--- src/rtl/bht_pkg.sv ---
// Shared definitions for the branch history table controller.
//   ENTRIES  - number of 2-bit counters (fixed by the 6-bit index)
//   IDX_W    - index width
//   INIT_VAL - value written into every counter by the init walk
//   CNT_W    - default width of the mispredict counter
//   state_e  - controller states
//   sat_inc / sat_dec - 2-bit saturating counter steps
package bht_pkg;

    localparam int unsigned ENTRIES  = 64;
    localparam int unsigned IDX_W    = 6;
    localparam logic [1:0]  INIT_VAL = 2'b01;
    localparam int unsigned CNT_W    = 16;

    typedef enum logic {
        ST_INIT = 1'b0,
        ST_IDLE = 1'b1
    } state_e;

    function automatic logic [1:0] sat_inc(input logic [1:0] v);
        return (v == 2'b11) ? v : v + 2'b01;
    endfunction

    function automatic logic [1:0] sat_dec(input logic [1:0] v);
        return (v == 2'b00) ? v : v - 2'b01;
    endfunction

endpackage

--- src/rtl/mux_64_2_bit.sv ---
// 64-to-1 multiplexer of 2-bit words.
//   data_i - 64 packed 2-bit words
//   sel_i  - word select
//   data_o - selected word
module mux_64_2_bit (
    input  logic [63:0][1:0] data_i,
    input  logic [5:0]       sel_i,
    output logic [1:0]       data_o
);

    assign data_o = data_i[sel_i];

endmodule

--- src/rtl/bht_ctrl.sv ---
// Branch history table controller: 64 two-bit saturating counters with a
// combinational lookup port, a valid/ready update port, a walking init FSM
// that clears the table after reset or flush, and a saturating mispredict
// counter.
//   clk_i, rst_ni        - clock, asynchronous active-low reset
//   flush_i              - level request to re-initialise the table
//   busy_o               - high while the init walk is running
//   lk_index_i           - lookup index
//   lk_counter_o         - counter at lk_index_i (pre-update value)
//   lk_pred_o            - predicted taken; forced low while busy
//   up_valid_i/_ready_o  - update handshake
//   up_index_i           - index of the resolved branch
//   up_taken_i           - resolved outcome
//   mispredict_count_o   - saturating count of mispredicted updates
module bht_ctrl
    import bht_pkg::*;
#(
    parameter int unsigned CNT_W = bht_pkg::CNT_W
) (
    input  logic             clk_i,
    input  logic             rst_ni,
    input  logic             flush_i,
    output logic             busy_o,
    input  logic [5:0]       lk_index_i,
    output logic [1:0]       lk_counter_o,
    output logic             lk_pred_o,
    input  logic             up_valid_i,
    input  logic [5:0]       up_index_i,
    input  logic             up_taken_i,
    output logic             up_ready_o,
    output logic [CNT_W-1:0] mispredict_count_o
);

    state_e             state_q, state_d;
    logic [IDX_W-1:0]   init_ptr_q, init_ptr_d;
    logic [CNT_W-1:0]   cnt_q, cnt_d;
    logic [63:0][1:0]   bht_q;
    logic [ENTRIES-1:0] wr_en;
    logic [1:0]         wr_data;
    logic [1:0]         up_rd;
    logic               up_fire;

    mux_64_2_bit u_lk_mux (
        .data_i (bht_q),
        .sel_i  (lk_index_i),
        .data_o (lk_counter_o)
    );

    mux_64_2_bit u_up_mux (
        .data_i (bht_q),
        .sel_i  (up_index_i),
        .data_o (up_rd)
    );

    assign busy_o             = (state_q == ST_INIT);
    assign up_ready_o         = (state_q == ST_IDLE) && !flush_i;
    assign up_fire            = up_valid_i && up_ready_o;
    assign lk_pred_o          = lk_counter_o[1] && !busy_o;
    assign mispredict_count_o = cnt_q;

    // NOTE: every signal driven here gets a default first, so no path
    // leaves it unassigned and no latch is inferred.
    always_comb begin
        state_d    = state_q;
        init_ptr_d = init_ptr_q;
        cnt_d      = cnt_q;
        wr_en      = '0;
        wr_data    = INIT_VAL;

        unique case (state_q)
            ST_INIT: begin
                wr_en[init_ptr_q] = 1'b1;
                if (flush_i) begin
                    init_ptr_d = '0;
                end else begin
                    // Pointer wraps to 0 naturally on the last entry.
                    init_ptr_d = init_ptr_q + 1'b1;
                    if (init_ptr_q == IDX_W'(ENTRIES - 1)) begin
                        state_d = ST_IDLE;
                    end
                end
            end
            ST_IDLE: begin
                if (flush_i) begin
                    state_d    = ST_INIT;
                    init_ptr_d = '0;
                end else if (up_fire) begin
                    wr_en[up_index_i] = 1'b1;
                    wr_data = up_taken_i ? sat_inc(up_rd) : sat_dec(up_rd);
                    // Mispredict compares against the pre-update prediction bit.
                    if ((up_taken_i != up_rd[1]) && !(&cnt_q)) begin
                        cnt_d = cnt_q + 1'b1;
                    end
                end
            end
            default: ;
        endcase

        if (flush_i) begin
            cnt_d = '0;
        end
    end

    // NOTE: sequential state uses non-blocking assignments so every flop
    // samples its next value from the same pre-edge snapshot.
    always_ff @(posedge clk_i or negedge rst_ni) begin
        if (!rst_ni) begin
            state_q    <= ST_INIT;
            init_ptr_q <= '0;
            cnt_q      <= '0;
        end else begin
            state_q    <= state_d;
            init_ptr_q <= init_ptr_d;
            cnt_q      <= cnt_d;
        end
    end

    // NOTE: the table has no reset; the init walk gives it defined contents
    // before any lookup result is trusted.
    for (genvar e = 0; e < ENTRIES; e++) begin : g_entry
        always_ff @(posedge clk_i) begin
            if (wr_en[e]) begin
                bht_q[e] <= wr_data;
            end
        end
    end

endmodule

--- config.mk ---
export PLATFORM = sky130hd
export DESIGN_NAME = bht_ctrl
export DESIGN_NICKNAME = d
export VERILOG_FILES = /design/src/rtl/bht_pkg.sv /design/src/rtl/mux_64_2_bit.sv /design/src/rtl/bht_ctrl.sv
export SDC_FILE = /design/constraint.sdc
export NUM_CORES = 1
export LEC_CHECK = 0
export ABC_CLOCK_PERIOD_IN_PS = 5900
export CORE_ASPECT_RATIO = 0.7
export CORE_MARGIN = 5
export CORE_UTILIZATION = 26
export DETAILED_ROUTE_END_ITERATION = 7
export DONT_BUFFER_PORTS = 1
export GPL_TIMING_DRIVEN = 0
export PLACE_DENSITY = 0.38
export SYNTH_ARGS = -nofsm -noshare
export SYNTH_HDL_FRONTEND = slang
export SYNTH_SLANG_ARGS = --single-unit
--- constraint.sdc ---
create_clock -name clk_i -period 5.9 [get_ports clk_i]
set_input_delay 0.59 -clock clk_i [delete_from_list [all_inputs] [get_ports clk_i]]
set_output_delay 0.59 -clock clk_i [all_outputs]
set_load 0.005 [all_outputs]
== Yosys cells after proc, flatten, opt, wreduce, memory -nomap -nowiden ==
Index checks and enable logic that the tools add are counted.

* Reductions and logical operators: 14
* Eq/ne operators: 4
* $add $sub $neg: 4
* Bitwise operators: 1
* Mux-type cells: 28
* Shift-type cells: 0
* Multipliers: 0
* Divide/modulo/power cells: 0
* $lt $le $gt $ge: 5

{| class="wikitable"
|+ Operators with widths
! operator !! number
|-
| $mux 64 || 2
|-
| $pmux 64 s2 || 1
|-
| $mux 16 || 4
|-
| $bmux 2 s6 || 2
|-
| $lt 6x7->1 const B || 3
|-
| $add 16x1->16 const B || 1
|-
| $mux 2 || 8
|-
| $reduce_and 16->1 || 1
|-
| $demux 1 s6 || 2
|-
| $ge 6x1->1 const B || 2
|-
| $mux 6 || 2
|-
| $pmux 6 s2 || 1
|-
| $add 6x1->6 const B || 1
|-
| $eq 6x6->1 const B || 1
|-
| $logic_and 1x1->1 || 6
|-
| $reduce_bool 2->1 || 3
|-
| $mux 1 || 5
|-
| $reduce_and 3->1 || 1
|-
| $add 2x1->2 const B || 1
|-
| $eq 2x2->1 const B || 1
|-
| $logic_not 1->1 || 2
|-
| $logic_not 2->1 || 1
|-
| $ne 2x2->1 const B || 1
|-
| $pmux 1 s2 || 1
|-
| other kinds (3) || 3
|}

* Input bits: 17
* Output and inout bits: 21
* ROM bits: 0
* Bits in latches: 0
* Flip-flop bits (word level): 151
* Memory bits (writable): 0
* Memories: 0

== Depth between registers and ports, before layout ==
Gate-level depths: netlist (run 1).

* Depth in word-level cells: 8
* Depth in mapped cells: 12
* Depth with buffers taken out: 7

== Cells and area by module ==
Synthesis (run 1) repeated with hierarchy kept, for this count alone.

* Cell total of the unflattened synthesis: 603
* Area, all modules: 8189.1 um^2

{| class="wikitable"
|+ By module, submodules not included
! module !! cells an instance !! sequential area each (um^2) !! area an instance (um^2) !! instances
|-
| bht_ctrl || 407 || 4419.2 || 5949.5 || 1
|-
| mux_64_2_bit || 98 || 0.0 || 1119.8 || 2
|}

== Worst setup path after synthesis (run 1) ==
OpenSTA, ideal clock, no wires.

* Kind: input to register
* Start: in up_index_i[0]
* End: reg bht_q[0] (netlist bit), data pin
* Data arrival time: 4195 ps
* Cell stages on the path: 11
* Path slack: 1175 ps
* Buffers on the path: 4
* Required time: 5370 ps
* Cells stage by stage: buf_2 -> buf_4 -> buf_6 -> buf_4 -> mux2_2 -> a221o_1 -> o2bb2ai_1 -> a32oi_1 -> o311a_1 -> a21oi_1 -> o21bai_1

* Word-level cells in the longest chain between the ends: 8
* Elaborated cells between the ends (all ways): 12
* Those cells by class: add/sub: 2; eq/ne: 1; mux: 8; reduce/logical: 1

{| class="wikitable"
|+ Ends and longest elaborated chain
! element !! RTL line !! RTL
|-
| start, declared || bht_ctrl.sv:28 || <nowiki>input logic [5:0] up_index_i,</nowiki>
|-
| $bmux 2 s6 * || mux_64_2_bit.sv:11 || <nowiki>assign data_o = data_i[sel_i];</nowiki>
|-
| $mux 2 (not written as such) * || mux_64_2_bit.sv:11 ||
|-
| $sub 2x1->2 (tied with other cells) || bht_pkg.sv:25 || <nowiki>return (v == 2'b00) ? v : v - 2'b01;</nowiki>
|-
| $mux 2, on equally long branches || bht_pkg.sv:25, bht_pkg.sv:21 ||
|-
| $mux 2 * || bht_ctrl.sv:89 || <nowiki>wr_data = up_taken_i ? sat_inc(up_rd) : sat_dec(up_rd);</nowiki>
|-
| $mux 2 * || bht_ctrl.sv:87 || <nowiki>end else if (up_fire) begin</nowiki>
|-
| $mux 2 * || bht_ctrl.sv:84 || <nowiki>if (flush_i) begin</nowiki>
|-
| $mux 2 * || bht_ctrl.sv:70 || <nowiki>unique case (state_q)</nowiki>
|-
| via wr_data[0] || bht_ctrl.sv:39 || <nowiki>logic [1:0] wr_data;</nowiki>
|-
| end signal, assigned by index || bht_ctrl.sv:123 || <nowiki>bht_q[e] <= wr_data;</nowiki>
|-
| end, declared || bht_ctrl.sv:37 || <nowiki>logic [63:0][1:0] bht_q;</nowiki>
|}

Mark *: on every way through the listed nets, which the timed path passes. The rest lies on a longest branch. The select of a mux whose other input is x is not followed.
A chain may end at the register's enable or synchronous reset.

== Worst setup path in the final report (run 1) ==
* Start: in lk_index_i[1]
* End: out lk_counter_o[0]

* Word-level cells in the longest chain between the ends: 2

{| class="wikitable"
|+ Ends and longest elaborated chain
! element !! RTL line !! RTL
|-
| start, declared || bht_ctrl.sv:24 || <nowiki>input logic [5:0] lk_index_i,</nowiki>
|-
| $bmux 2 s6 || mux_64_2_bit.sv:11 ||
|-
| $mux 2 (not written as such) || mux_64_2_bit.sv:11 ||
|-
| end, declared || bht_ctrl.sv:25 || <nowiki>output logic [1:0] lk_counter_o,</nowiki>
|}

No other way between the ends. The select of a mux whose other input is x is not followed.

==> qor.txt, run 1 <==
CP endpoint kind = output port
GPL Wtd Cong = 0.862
peak supply drop = 0.000163 V
pwr dens = 264 nW/um2
core area = 31300 um2
unrepaired setup endpoints after global routing = no
post-DP HPWL = 22.3 mm
final WL = 31.1 mm
critical-path maximum fanout = 10
post-synthesis net count = 633
CTS-repair resized insts = 0
mapped cell area = 8270 um2
CP Data Required Time = 5.31 ns
CP max stage delay = 0.85 ns
CP max stage cell = buf_1
Area Overhead vs Synth = 14.7%
Startpoint Class = input port
max_cap viols = 0
first-pass GRT wire length = 44.1 mm
post-route clock period utilization = 73.0%
number of flops mapped to enable cells by yosys = 128
Inserted Diodes = 0
synthesized netlist cell count = 614
Top Family by Delay on Critical Path = buffers and inverters
Worst-Skew Late Latency = 0.45 ns
Num CTS Buffers = 17
initial antenna violation count = 2
layout net count = 656
Clk pin slew, worst setup/hold paths = 0.06 ns
worst rel slew slack = 29.9%
crit path cell chain = clkbuf_1 > buf_1 > mux4_2 > mux4_2 > mux4_2
Vias/cell = 5.75
FMAX = 232 MHz
final hold viol count = 0
CTS tree = done
gr ovfl total = 0
DR pass1 iterations = 5
die area = 35500 um2
Starting Density = 26.4%
H-tree lvl count = 4
leakage power = 2.74 nW
vias in the first global route = 6018
syn_area_per_cell = 13.5 um2
IO buf count = 0
die span in y = 159 um
Slew @ Worst Pin = 1.05 ns
fraction of layout cells with a size suffix above 1 = 20.9%
minimum clock period = 4.31 ns
total track usage = 17.2%
die width = 223 um
Synth cell types = 75
Ys Warns = 0
clk sinks = 151
CP dominant cell by count = mux4_2
final instance area = 9490 um2
CP bufs+invs = 2
final antenna-violating net count = 0
fin. max-slew vios = 0
site row count = 54
vias = 6153
detailed-route wire length per cell = 29.1 um
final setup margin = 1.59 ns
drt initial violations = 819
maximum clock path buffer count = 2
Root Buffer = clkbuf_16
Setup CP Type = in -> out
placed instance area = 8860 um2
# DRC = 0
dpl ws = 1.56 ns
Seq/Total Area, Yosys = 53.4%
num ports = 38
final setup fails = 0
number of synthesized register bits = 151
largest net degree at the start of global routing = 41
predominant post-synthesis flop cell = edfxtp_1
Fin Clk Skew = 0.0134 ns
status = finished clean
min-delay worst type = in -> async
share of flip-flops with an asynchronous set or reset = 15.2%
Arrival @ worst endpoint = 3.72 ns
worst register-to-register path: stages (launching register included):
cell      delay [ns]
edfxtp_1        0.35
mux2i_1         0.08
mux4_2          0.48
a21o_1          0.23
o211ai_2        0.22
nor2_1          0.12
maj3_1          0.40
nor2_4          0.59
buf_12          0.28
flip-flops by register name, summed over array words and instances, names as in the netlist:
name                cells
state_q                 1
mispredict_count_o     16
init_ptr_q              6
bht_q                 128
worst paths after layout:
path	from	end	slack [ns]	depth (start not counted)
max	lk_index_i[1]	lk_counter_o[0]	1.59	5
min	rst_ni	mispredict_count_o[4]$_DFFE_PN0P_	0.57	2
max reg2reg	bht_q[47]$_DFFE_PP_	bht_q[109]$_DFFE_PP_	2.97	8
min reg2reg	mispredict_count_o[14]$_DFFE_PN0P_	mispredict_count_o[14]$_DFFE_PN0P_	0.61	2
max in group asynchronous	rst_ni	mispredict_count_o[8]$_DFFE_PN0P_	5.17	2
min in group clk_i	mispredict_count_o[14]$_DFFE_PN0P_	mispredict_count_o[14]$_DFFE_PN0P_	0.61	2
power by group:
part | switching [mW] | internal (mW) | leakage (nW)
logic | 0.156 | 0.0747 | 1.22
registers | 0.00346 | 1.15 | 1.22
clock network | 0.475 | 0.644 | 0.300
cell usage after synthesis (all sizes together) (3+ instances only):
master	count	area share, %
a21oi	23	1.6
a221o	3	0.36
a221oi	3	0.32
a22oi	6	0.54
a31o	3	0.32
a31oi	3	0.23
a41o	6	0.73
and2	4	0.30
and3	10	0.76
buf	27	1.8
clkbuf	19	0.86
dfrtp	23	7.0
edfxtp	128	46
inv	15	0.68
mux2	15	2.0
mux2i	22	2.7
mux4	52	14
nand2	33	1.5
nand2b	7	0.53
nand3	17	1.0
nand3b	3	0.27
nand4	4	0.30
nor2	28	1.3
nor2b	12	0.91
nor3	6	0.56
o2111a	3	0.42
o2111ai	8	1.1
o21ai	10	0.60
o21bai	3	0.27
o22ai	65	4.9
o32ai	4	0.42
o41ai	3	0.32
or2	4	0.30
or3	6	0.51
cell usage in the layout, fill, tap and decap left out, types with 4 or more instances in the layout:
master / instances
edfxtp_1: 128
o22ai_1: 65
mux4_2: 52
nand2_1: 33
nor2_1: 27
dfrtp_1: 23
mux2i_1: 22
a21oi_1: 21
clkbuf_16: 21
clkbuf_1: 20
nand3_1: 17
inv_1: 14
nor2b_1: 12
buf_2: 12
mux2_2: 10
and3_1: 10
buf_1: 8
o21ai_0: 8
nand2b_1: 7
o2111ai_1: 7
a22oi_1: 6
a41o_1: 6
buf_4: 5
or3_1: 5
mux2_1: 5
and2_1: 4
o32ai_1: 4
or2_2: 4
nor3_1: 4
nand4_1: 4
inv_6: 4
per-layer routing:
metal / vias to the layer above / GRT usage [%] / wire [um]
li1: 2592 / - / -
met1: 3206 / 25.4 / 14400
met2: 310 / 24.8 / 13400
met3: 45 / 4.88 / 2730
met4: 0 / 4.59 / 513
met5: - / 0 / 0
final cells by class:
cell class,count,area (um2)
Clock buffer,22,529
Fill cell,3132,21800
Multi-Input combinational cell,402,3590
Timing Repair Buffer,4,70.1
Sequential cell,151,4420
Clock inverter,10,76.3
Buffer,46,221
Tap cell,420,526
Inverter,15,56.3
logic make-up (layout without fill, tap and decap cells):
logic type	Yosys count	in the layout	share of synthesized area (%)
multiplexers	89	89	18.9
AND/OR/NAND/NOR	145	145	9.32
buffers and inverters	61	97	3.36
flip-flops	151	151	53.4
XOR/XNOR	3	3	0.318
AO/OA/AOI/OAI	162	162	14.3
adder cells (fa/ha/maj)	3	3	0.423
repair_timing:
action                                  in CTS  in global routing
hold buffers                                 2                  0
hold endpoints to repair                    23                  0
endpoints found under the setup margin       0                  0
buffers inserted                             0                  0
through the flow:
step | hold WS (ns) | TNS, ns | std cells | utilization (%) | power [mW]
2_1_floorplan | 0.294 | 0 | 614 | - | 1.32
3_3_place_gp | 0.295 | -188.67 | 1034 | 28.1 | 1.39
3_5_place_dp | 0.295 | 0 | 1036 | 28.3 | 1.40
4_1_cts | 0.551 | 0 | 1070 | 30.3 | 2.51
5_1_grt | 0.563 | 0 | 1070 | 30.3 | 2.58
6_report | 0.567 | 0 | 1070 | 30.3 | 2.50
Note: power is estimated with default switching activity, not from simulation.
==> run 2: changes to the inputs <==
ABC_CLOCK_PERIOD_IN_PS = 3900   (was 5900)
PLACE_DENSITY = 0.4   (was 0.38)
clock period = 3.9 ns   (was 5.9 ns; I/O delays follow)
==> run 2 against run 1 <==
Flip-flop and latch count unchanged. Via count up 0.96%. Routed wire length down 1.3%. Clock power up 48%. Register-to-register slack worse by 2.2 ns. Critical path type is now in -> reg. Non-clock buffer count unchanged.
==> qor.txt, run 2 (synthesis results as in run 1) <==
Arrival @ worst endpoint = 4.09 ns (+0.37 ns)
Inserted Diodes = 0 (unchanged)
final setup fails = 0 (unchanged)
sw power = 901 uW (+42%)
Starting Density = 26.4% (unchanged)
final antenna-violating net count = 0 (unchanged)
die width = 223 um (unchanged)
FMAX = 262 MHz
P_int = 2.85 mW (+53%)
most frequent cells in the layout = 128 x edfxtp_1, 65 x o22ai_1, 52 x mux4_2
worst hold slack = 0.386 ns (-0.181 ns)
total power = 3.75 mW (+50%)
min-delay worst type = in -> async
Clk pwr share = 44.3% (-0.4 points)
max_cap viols = 0 (unchanged)
core area = 31300 um2 (unchanged)
DR pass1 iterations = 5 (unchanged)
num ports = 38 (unchanged)
largest net degree at the start of global routing = 34 (-17%)
status = finished clean
# DRC = 0 (unchanged)
peak supply drop = 0.000312 V (+92%)
Comb pwr share = 9.3% (about the same)
CP endpoint kind = flip-flop
detailed-route wire length per cell = 28.7 um (-1.4%)
Worst-Skew Late Latency = 0.44 ns (about the same)
layout net count = 657 (+0.15%)
drt initial violations = 843 (+2.9%)
die area = 35500 um2 (unchanged)
gr ovfl total = 0 (unchanged)
leakage power = 2.74 nW (about the same)
post-route clock period utilization = 98.0%
Vias/cell = 5.80 (+0.86%)
unrepaired setup endpoints after global routing = no
minimum clock period = 3.82 ns
Root Buffer = clkbuf_16
CTS-repair resized insts = 0 (unchanged)
first-pass GRT wire length = 43.8 mm (-0.69%)
Final Core Density = 30.3% (unchanged)
Sw Share = 24.0% (-1.3 points)
vias = 6212 (+0.96%)
vias in the first global route = 6120 (+1.7%)
final WL = 30.7 mm (-1.3%)
pwr dens = 395 nW/um2 (+50%)
Flop pwr share = 46.5% (+0.5 points)
initial antenna violation count = 1 (-1)
IO buf count = 0 (unchanged)
Setup CP Type = in -> reg
Clk pin slew, worst setup/hold paths = 0.06 ns (about the same)
max reg flops = 128 (unchanged)
fraction of layout cells with a size suffix above 1 = 20.7% (-0.19 points)
Area Overhead vs Synth = 14.7% (unchanged)
Num CTS Buffers = 17 (unchanged)
total track usage = 16.9% (-0.34 points)
fin. max-slew vios = 0 (unchanged)
H-tree lvl count = 4 (unchanged)
Startpoint Class = input port
site row count = 54 (unchanged)
maximum clock path buffer count = 2 (unchanged)
Fin Clk Skew = 0.0138 ns (+0.000387 ns)
final hold viol count = 0 (unchanged)
Largest Register = bht_q
worst rel slew slack = 28.1% (-1.7 points)
critical-path maximum fanout = 33 (+23)
CTS tree = done
post-DP HPWL = 21.8 mm (-2.3%)
die span in y = 159 um (unchanged)
CP Data Required Time = 4.17 ns (-1.14 ns)
clk sinks = 151 (unchanged)
most common cell after layout, fill and taps aside = edfxtp_1
GPL Wtd Cong = 0.927 (+7.5%)
Slew @ Worst Pin = 1.08 ns (+0.0260 ns)
run 2: cell types whose count changed in the layout (fill, tap and decap cells not counted):
cell,delta
clkbuf_8,+4
inv_6,-4
clkbuf_1,+3
clkbuf_16,-1
clkinv_1,-1
clkinv_4,-1
nor2_2,+1
run 2: layout make-up:
cell class	count	area, um2
Tap cell	420	526
Timing Repair Buffer	4	70.1
Clock inverter	4	28.8
Inverter	15	56.3
Multi-Input combinational cell	403	3600
Clock buffer	28	571
Sequential cell	151	4420
Buffer	46	221
Fill cell	3125	21800
run 2: power by group through the flow:
stage / logic, mW / registers, mW / clock network (mW)
2_1_floorplan: 0.219 / 1.77 / 0
3_3_place_gp: 0.326 / 1.78 / 0
3_5_place_dp: 0.329 / 1.78 / 0
4_1_cts: 0.339 / 1.74 / 1.68
5_1_grt: 0.362 / 1.74 / 1.76
6_report: 0.348 / 1.74 / 1.66
run 2: repair_timing:
item / 4_1_cts / 5_1_grt
hold buffers: 2 / 0
hold endpoints to repair: 23 / 0
endpoints found under the setup margin: 0 / 11
buffers inserted: 0 / 0
run 2: metal layers:
| layer | global-route usage (%) | wire, um | part of all wire, % |
|---|---|---|---|
| met3 | 4.68 | 2660 | 8.7 |
| met2 | 24.1 | 13200 | 43 |
| met5 | 0 | 0 | 0 |
| met4 | 4.54 | 676 | 2.2 |
| met1 | 25.1 | 14100 | 46 |
run 2: critical path, cell delays in order:
cell and delay, ns:
clkbuf_1 0.31, buf_2 0.35, buf_2 0.44, buf_2 0.38, nor4b_1 0.10, a31oi_1 0.16
o21ai_0 0.11, a211oi_1 0.36, o311a_1 0.35, a21oi_1 0.14, o21bai_4 0.68, buf_12 0.26
run 2: metrics by stage:
step	cells	TNS (ns)	instance area (um2)	worst slack (ns)
CTS	1070	0	9490	0.105
global placement	1034	-200.86	8800	-1.59
finish	1071	0	9490	0.0773
global route	1071	0	9490	0.00437
floorplan	614	0	8280	0.221
detailed placement	1036	-29.46	8860	-0.306
run 2: path summary, 6_finish.rpt:
| kind | end | slack [ns] | from | cells after the start |
|---|---|---|---|---|
| setup / recovery | bht_q[12]$_DFFE_PP_ | 0.08 | up_index_i[2] | 12 |
| max in group asynchronous | init_ptr_q[5]$_DFFE_PN0N_ | 3.36 | rst_ni | 2 |
| min in group clk_i | mispredict_count_o[15]$_DFFE_PN0P_ | 0.45 | flush_i | 3 |
| hold reg to reg | mispredict_count_o[10]$_DFFE_PN0P_ | 0.62 | mispredict_count_o[10]$_DFFE_PN0P_ | 2 |
| setup reg to reg | bht_q[12]$_DFFE_PP_ | 0.78 | bht_q[22]$_DFFE_PP_ | 8 |
| hold / removal | mispredict_count_o[2]$_DFFE_PN0P_ | 0.39 | rst_ni | 2 |
